$ cat src/rtl/axi_image_loader_ctrl.sv
// AXI4-Lite write-side loader for the SNN input image buffer.
// Pixel writes fill the buffer; a start write at CTRL_ADDR streams the image
// to the core over valid/ready and locks the buffer until infer_done.
// Optional macro IRQ_EN adds a sticky done interrupt (irq), cleared by a
// control write with WDATA[1]=1.
//
// state    | meaning
// W_IDLE   | collecting AW and W beats into their holding registers
// W_RESP   | write committed, presenting BRESP until BREADY
// S_IDLE   | buffer writable, waiting for a start command
// S_STREAM | presenting buf[cnt] on the pixel stream
// S_WAIT   | image sent, buffer locked until infer_done
module axi_image_loader_ctrl #(
   parameter int unsigned N_PIXELS  = 256,
   parameter int unsigned PIXEL_W   = 8,
   parameter logic [31:0] CTRL_ADDR = 32'h0000_2000
) (
   input  logic               ACLK,
   input  logic               ARESETN,
   input  logic [31:0]        AWADDR,
   input  logic [2:0]         AWPROT,
   input  logic               AWVALID,
   output logic               AWREADY,
   input  logic [31:0]        WDATA,
   input  logic [3:0]         WSTRB,
   input  logic               WVALID,
   output logic               WREADY,
   output logic [1:0]         BRESP,
   output logic               BVALID,
   input  logic               BREADY,
   output logic               pix_valid,
   input  logic               pix_ready,
   output logic [PIXEL_W-1:0] pix_data,
   output logic [7:0]         pix_idx,
   output logic               pix_last,
   input  logic               infer_done,
`ifdef IRQ_EN
   output logic               irq,
`endif
   output logic               busy
);

   localparam int unsigned IDX_W   = (N_PIXELS > 1) ? $clog2(N_PIXELS) : 1;
   localparam logic [31:0] PIX_END = 32'(N_PIXELS * 32);
   localparam logic [1:0]  OKAY    = 2'b00;
   localparam logic [1:0]  SLVERR  = 2'b10;
   localparam logic [1:0]  DECERR  = 2'b11;

   typedef enum logic       {W_IDLE, W_RESP} w_state_t;
   typedef enum logic [1:0] {S_IDLE, S_STREAM, S_WAIT} s_state_t;

   w_state_t            w_state_q, w_state_d;
   s_state_t            s_state_q, s_state_d;
   logic                aw_full_q, aw_full_d;
   logic                w_full_q, w_full_d;
   logic [31:0]         awaddr_q, awaddr_d;
   logic [31:0]         wdata_q, wdata_d;
   logic                wstrb0_q, wstrb0_d;
   logic [1:0]          bresp_q, bresp_d;
   logic [IDX_W-1:0]    cnt_q, cnt_d;
   logic [PIXEL_W-1:0]  buf_q [N_PIXELS];
   logic                irq_q, irq_d;

   logic                aw_hs, w_hs, commit, is_ctrl, is_pix, busy_now;
   logic                pix_we, start, pix_hs, cnt_last;
   logic [31:0]         cur_addr, cur_data;
   logic                cur_strb0;
   logic [1:0]          resp;
   logic [IDX_W-1:0]    wr_idx;
   logic                unused_bits;

   assign unused_bits = ^{AWPROT, AWADDR, WDATA, WSTRB, wdata_q};

   assign AWREADY   = (w_state_q == W_IDLE) && !aw_full_q;
   assign WREADY    = (w_state_q == W_IDLE) && !w_full_q;
   assign BVALID    = (w_state_q == W_RESP);
   assign BRESP     = bresp_q;
   assign busy_now  = (s_state_q != S_IDLE);
   assign busy      = busy_now;
   assign pix_valid = (s_state_q == S_STREAM);
   assign pix_data  = pix_valid ? buf_q[cnt_q] : '0;
   assign pix_idx   = 8'(cnt_q);
   assign cnt_last  = (cnt_q == IDX_W'(N_PIXELS - 1));
   assign pix_last  = pix_valid && cnt_last;
   assign pix_hs    = pix_valid && pix_ready;

   // Merge live channel beats with held ones and decode the pending write.
   always_comb begin
      aw_hs     = AWVALID && AWREADY;
      w_hs      = WVALID && WREADY;
      cur_addr  = aw_full_q ? awaddr_q : AWADDR;
      cur_data  = w_full_q ? wdata_q : WDATA;
      cur_strb0 = w_full_q ? wstrb0_q : WSTRB[0];
      commit    = (w_state_q == W_IDLE) && (aw_full_q || aw_hs) && (w_full_q || w_hs);
      is_ctrl   = (cur_addr == CTRL_ADDR);
      is_pix    = !is_ctrl && (cur_addr < PIX_END);
      wr_idx    = cur_addr[IDX_W+4:5];
      pix_we    = commit && is_pix && !busy_now && cur_strb0;
      start     = commit && is_ctrl && cur_data[0] && !busy_now;
      resp      = DECERR;
      if (is_ctrl) begin
         resp = (cur_data[0] && busy_now) ? SLVERR : OKAY;
`ifdef IRQ_EN
         if (cur_data[1]) resp = OKAY;
`endif
      end else if (is_pix) begin
         resp = busy_now ? SLVERR : OKAY;
      end
   end

   // Write channel FSM: hold AW/W independently, commit once both are present.
   always_comb begin
      w_state_d = w_state_q;
      aw_full_d = aw_full_q;
      w_full_d  = w_full_q;
      awaddr_d  = awaddr_q;
      wdata_d   = wdata_q;
      wstrb0_d  = wstrb0_q;
      bresp_d   = bresp_q;
      case (w_state_q)
         W_IDLE: begin
            if (commit) begin
               w_state_d = W_RESP;
               aw_full_d = 1'b0;
               w_full_d  = 1'b0;
               bresp_d   = resp;
            end else begin
               if (aw_hs) begin
                  aw_full_d = 1'b1;
                  awaddr_d  = AWADDR;
               end
               if (w_hs) begin
                  w_full_d = 1'b1;
                  wdata_d  = WDATA;
                  wstrb0_d = WSTRB[0];
               end
            end
         end
         W_RESP: if (BREADY) w_state_d = W_IDLE;
         default: w_state_d = W_IDLE;
      endcase
   end

   // Stream FSM: walk the buffer, then wait for the core to finish.
   always_comb begin
      s_state_d = s_state_q;
      cnt_d     = cnt_q;
      irq_d     = irq_q;
      case (s_state_q)
         S_IDLE: if (start) begin
            s_state_d = S_STREAM;
            cnt_d     = '0;
         end
         S_STREAM: if (pix_hs) begin
            if (cnt_last) begin
               s_state_d = S_WAIT;
               cnt_d     = '0;
            end else begin
               cnt_d = cnt_q + 1'b1;
            end
         end
         S_WAIT: if (infer_done) s_state_d = S_IDLE;
         default: s_state_d = S_IDLE;
      endcase
`ifdef IRQ_EN
      // Set is evaluated last so it wins over a same-edge clear.
      if (commit && is_ctrl && cur_data[1]) irq_d = 1'b0;
      if ((s_state_q == S_WAIT) && infer_done) irq_d = 1'b1;
`endif
   end

`ifdef IRQ_EN
   assign irq = irq_q;
`endif

   // Control state registers.
   always_ff @(posedge ACLK or negedge ARESETN) begin
      if (!ARESETN) begin
         w_state_q <= W_IDLE;
         s_state_q <= S_IDLE;
         aw_full_q <= 1'b0;
         w_full_q  <= 1'b0;
         awaddr_q  <= '0;
         wdata_q   <= '0;
         wstrb0_q  <= 1'b0;
         bresp_q   <= OKAY;
         cnt_q     <= '0;
         irq_q     <= 1'b0;
      end else begin
         w_state_q <= w_state_d;
         s_state_q <= s_state_d;
         aw_full_q <= aw_full_d;
         w_full_q  <= w_full_d;
         awaddr_q  <= awaddr_d;
         wdata_q   <= wdata_d;
         wstrb0_q  <= wstrb0_d;
         bresp_q   <= bresp_d;
         cnt_q     <= cnt_d;
         irq_q     <= irq_d;
      end
   end

   // Image buffer; cleared by reset so a restarted stream never sees stale pixels.
   always_ff @(posedge ACLK or negedge ARESETN) begin
      if (!ARESETN) begin
         for (int i = 0; i < N_PIXELS; i++) buf_q[i] <= '0;
      end else if (pix_we) begin
         buf_q[wr_idx] <= cur_data[PIXEL_W-1:0];
      end
   end

endmodule

$ cat config.mk
export PLATFORM = sky130hd
export DESIGN_NAME = axi_image_loader_ctrl
export DESIGN_NICKNAME = d
export VERILOG_FILES = /design/src/rtl/axi_image_loader_ctrl.sv
export SDC_FILE = /design/constraint.sdc
export NUM_CORES = 2
export LEC_CHECK = 0
export ABC_AREA = 0
export BUFFER_PORTS_ARGS = -buffer_cell sky130_fd_sc_hd__buf_2
export CORE_ASPECT_RATIO = 1.5
export CORE_MARGIN = 3
export CORE_UTILIZATION = 64
export DETAILED_ROUTE_END_ITERATION = 10
export GPL_ROUTABILITY_DRIVEN = 0
export HOLD_SLACK_MARGIN = 0.1
export PLACE_DENSITY_LB_ADDON = 0.12
export SLEW_MARGIN = 20
export SYNTH_ARGS = -nofsm -noshare
export SYNTH_HDL_FRONTEND = slang
export SYNTH_SLANG_ARGS = --single-unit
$ cat constraint.sdc
create_clock -name ACLK -period 3.3 [get_ports ACLK]
set_input_delay 0.165 -clock ACLK [delete_from_list [all_inputs] [get_ports ACLK]]
set_output_delay 0.165 -clock ACLK [all_outputs]
set_load 0.005 [all_outputs]
==> impl_metrics.json <==
{
  "highest_layer": "met5",
  "yosysUniqueCellTypes": 69,
  "io_pins": 102,
  "swShare_pct": 28.1,
  "yosysTopAreaCell": "dfrtp_1",
  "ir_drop_uv": 815,
  "r2r.worst_path.cells": 11,
  "die_w_um": 328,
  "antenna_found_initial": 6,
  "worst_pin_slew_ns": 1.20,
  "worstSkewPairLatency_ns": 0.86,
  "start_util_pct": 64.6,
  "synth_top_area_share_pct": 53.1,
  "wirelength_mm": 278,
  "worstHoldPathCells": 3,
  "syn-num-nets": 6263,
  "ys_seq_area_share_pct": 53.1,
  "r2r_start": "awaddr_q[29]$_DFFE_PN0P_",
  "seq_power_share_pct": 46.1,
  "internal_power_w": 0.0410,
  "fin_ws_ns": -0.934,
  "drv_slew": 0,
  "port_buffers": 71,
  "switching_power_w": 0.0160,
  "grt_max_degree": 157,
  "arrival_ns": 4.07,
  "numCtsBuffers": 192,
  "ys_top_cells_by_area": "dfrtp_1 (53%), mux2_2 (23%), mux4_2 (12%)",
  "violations": "negative setup slack",
  "grt_usage_pct": 35.2,
  "final_common_cell": "dfrtp_1",
  "netlist_area_mm2": 0.0992,
  "grt_pass1_vias": 63500,
  "cts_buffer_depth": 3,
  "hp-start": "WSTRB[0]",
  "num-nets-final": 6798,
  "viasPerCell": 6.61,
  "combPwrFrac_pct": 13.0,
  "fin_cells": 8931,
  "clkSinkCount": 2104,
  "hold_end": "wstrb0_q$_DFFE_PN0P_",
  "startpoint": "pix_idx[0]$_DFFE_PN0P_",
  "clkPwrFrac_pct": 40.9,
  "core_mm2": 0.154,
  "startpoint_type": "register",
  "multi_input_area_mm2": 0.0461,
  "rr_endpoint": "buf_q[1384]$_DFFE_PN0P_",
  "synth_top_flop_cell": "dfrtp_1",
  "power_w": 0.0571,
  "syn_inst": 6184,
  "fill_cells": 9048,
  "stdcell_area_mm2": 0.117,
  "place_hpwl_mm": 181,
  "wl_met3_mm": 17.2,
  "synthArstFlopShare_pct": 100,
  "regArea_mm2": 0.0527,
  "rows": 176,
  "finClkSkew_ns": 0.0393,
  "die_area_mm2": 0.160,
  "rsz0062_at_grt": "yes",
  "dp.cells": 8381,
  "hold_viol_final": 0,
  "first_iter_violations": 4746,
  "maxCapViolCount": 0,
  "drive_above_1_share_pct": 58.1,
  "synth_edf_count": 0,
  "p_per_area_mw_per_mm2": 488,
  "wl_met2_mm": 137,
  "die_h_um": 488,
  "reg2reg_slack_ns": -0.12,
  "drt_first_pass_iters": 6,
  "wire_per_inst_um": 31.1,
  "yosysWarnings": 0,
  "grt_pass1_wl_mm": 417,
  "post_dp_cell_area_mm2": 0.106,
  "via_count": 59100,
  "wl_met1_mm": 105,
  "crit_type": "reg2out",
  "cp_max_fo": 8,
  "mostFrequentLayoutCells": "dfrtp_1 (2097), mux2_2 (1883), mux4_2 (516)",
  "htree_levels": 4,
  "grt_overflow": 0,
  "ant_nets": 0,
  "p_leak_nw": 58.0,
  "fin_crit_sh_pct": 128,
  "cts_tree": "built",
  "root_buffer": "clkbuf_16",
  "path_clk_slew_ns": 0.06,
  "worst_ep_required_time_ns": 3.13,
  "avgSynthCellArea_um2": 16.0,
  "syn2layout_area_growth_pct": 17.8,
  "synth-seq-cells": 2104,
  "hold_path_class": "in2reg",
  "finalSetupViolCount": 206,
  "drc": 0,
  "status": "complete, but fails checks",
  "cp-end-kind": "output pin",
  "setup_tns_ns": -12.13,
  "maxClockFrequency_mhz": 236,
  "maxSlewHeadroom_pct": 20.1,
  "fin_crit_ns": 4.23
}
-- cells in the mapped netlist, types with 7 or more instances --
| library cell | count |
|---|---|
| buf_6 | 11 |
| buf_1 | 21 |
| nand3_1 | 14 |
| a221oi_1 | 33 |
| dfrtp_1 | 2104 |
| and3_1 | 7 |
| nand2b_1 | 10 |
| a21oi_1 | 42 |
| mux2_4 | 72 |
| nand2_2 | 25 |
| nor2_8 | 160 |
| nor2_2 | 96 |
| o21ai_0 | 43 |
| nor2_1 | 53 |
| mux4_2 | 516 |
| buf_4 | 42 |
| clkbuf_1 | 320 |
| inv_1 | 16 |
| buf_2 | 53 |
| mux2_2 | 2024 |
| a22oi_1 | 26 |
| o31ai_1 | 10 |
| a22o_1 | 11 |
| nor3_1 | 22 |
| nand4_1 | 8 |
| a31oi_1 | 16 |
| nand2_1 | 115 |
| o221ai_1 | 17 |
| o22ai_1 | 25 |
| mux2i_1 | 162 |
-- final cells by class --
| class | instances | area share (%) |
|---|---|---|
| flip-flops and latches | 2104 | 45.1 |
| multi-input cells | 3607 | 39.4 |
| repair buffers | 794 | 7.68 |
| clock buffers | 290 | 4.82 |
| well taps | 2047 | 2.19 |
| clock inverters | 66 | 0.774 |
| inverters | 20 | 0.0706 |
| diodes | 3 | 0.00642 |
-- metal layers --
layer / vias to the layer above / GRT usage (%)
met2: 2091 / 57.2
met1: 32000 / 45.2
met3: 742 / 6.29
met5: - / 0
met4: 4 / 19.8
li1: 24200 / -
-- power by group through the flow --
| stage | sequential (W) | clock, W | combinational (W) |
|---|---|---|---|
| floorplan | 0.0267 | 0 | 0.00360 |
| global placement | 0.0267 | 0 | 0.00656 |
| detailed placement | 0.0268 | 0 | 0.00672 |
| CTS | 0.0263 | 0.0236 | 0.00710 |
| global route | 0.0263 | 0.0246 | 0.00779 |
| finish | 0.0263 | 0.0233 | 0.00742 |
-- registers in the layout (all words and copies together) (netlist names) --
register	count
BRESP	2
BVALID	1
aw_full_q	1
awaddr_q	32
buf_q	2048
pix_idx	8
s_state_q	2
w_full_q	1
wdata_q	8
wstrb0_q	1
-- logic make-up (layout without fill, tap and decap cells) --
| group | Yosys count | in the layout | share of synthesized area (%) |
|---|---|---|---|
| multiplexers | 2775 | 2775 | 37.4 |
| AND/OR/NAND/NOR | 555 | 555 | 5.30 |
| adder cells (fa/ha/maj) | 1 | 1 | 0.0126 |
| other | 0 | 3 | 0 |
| flip-flops | 2104 | 2104 | 53.1 |
| buffers and inverters | 473 | 1170 | 2.20 |
| XOR/XNOR | 1 | 1 | 0.00883 |
| AO/OA/AOI/OAI | 275 | 275 | 2.02 |
-- through the flow --
| step | setup WS [ns] | util, % | hold WS, ns |
|---|---|---|---|
| floorplan | 0.362 | - | -0.131 |
| global placement | -0.466 | 69.3 | 0.143 |
| detailed placement | -0.448 | 69.3 | 0.135 |
| CTS | -0.893 | 75.3 | 0.107 |
| global route | -0.911 | 76.1 | 0.153 |
| finish | -0.934 | 76.1 | 0.167 |
-- timing repair --
action | in CTS | in global routing
pin swaps | 34 | 56
setup endpoints to repair | 33 | 1327
gates cloned | 14 | 0
hold buffers | 106 | 0
gates resized for setup | 150 | 235
buffers inserted | 54 | 19
endpoints found under the hold margin | 1940 | 0
-- worst max-delay path by stage --
stage | endpoint | slack, ns | cells past startpoint
2_1_floorplan | buf_q[1216]$_DFFE_PN0P_ | 0.36 | 8
3_3_place_gp | pix_data[7] | -0.47 | 12
3_5_place_dp | pix_data[4] | -0.45 | 9
4_1_cts | pix_data[4] | -0.89 | 11
5_1_grt | pix_data[4] | -0.91 | 11
6_report | pix_data[0] | -0.93 | 11
-- critical path: stages, from the launching register on --
cell	delay (ns)
dfrtp_4	0.42
buf_12	0.15
buf_12	0.16
buf_6	0.14
mux4_2	0.54
mux4_2	0.55
o211ai_1	0.52
a31oi_1	0.18
o21ai_2	0.14
buf_6	0.15
o31ai_4	0.08
buf_2	0.17
Note: power is estimated with default switching activity, not from simulation.
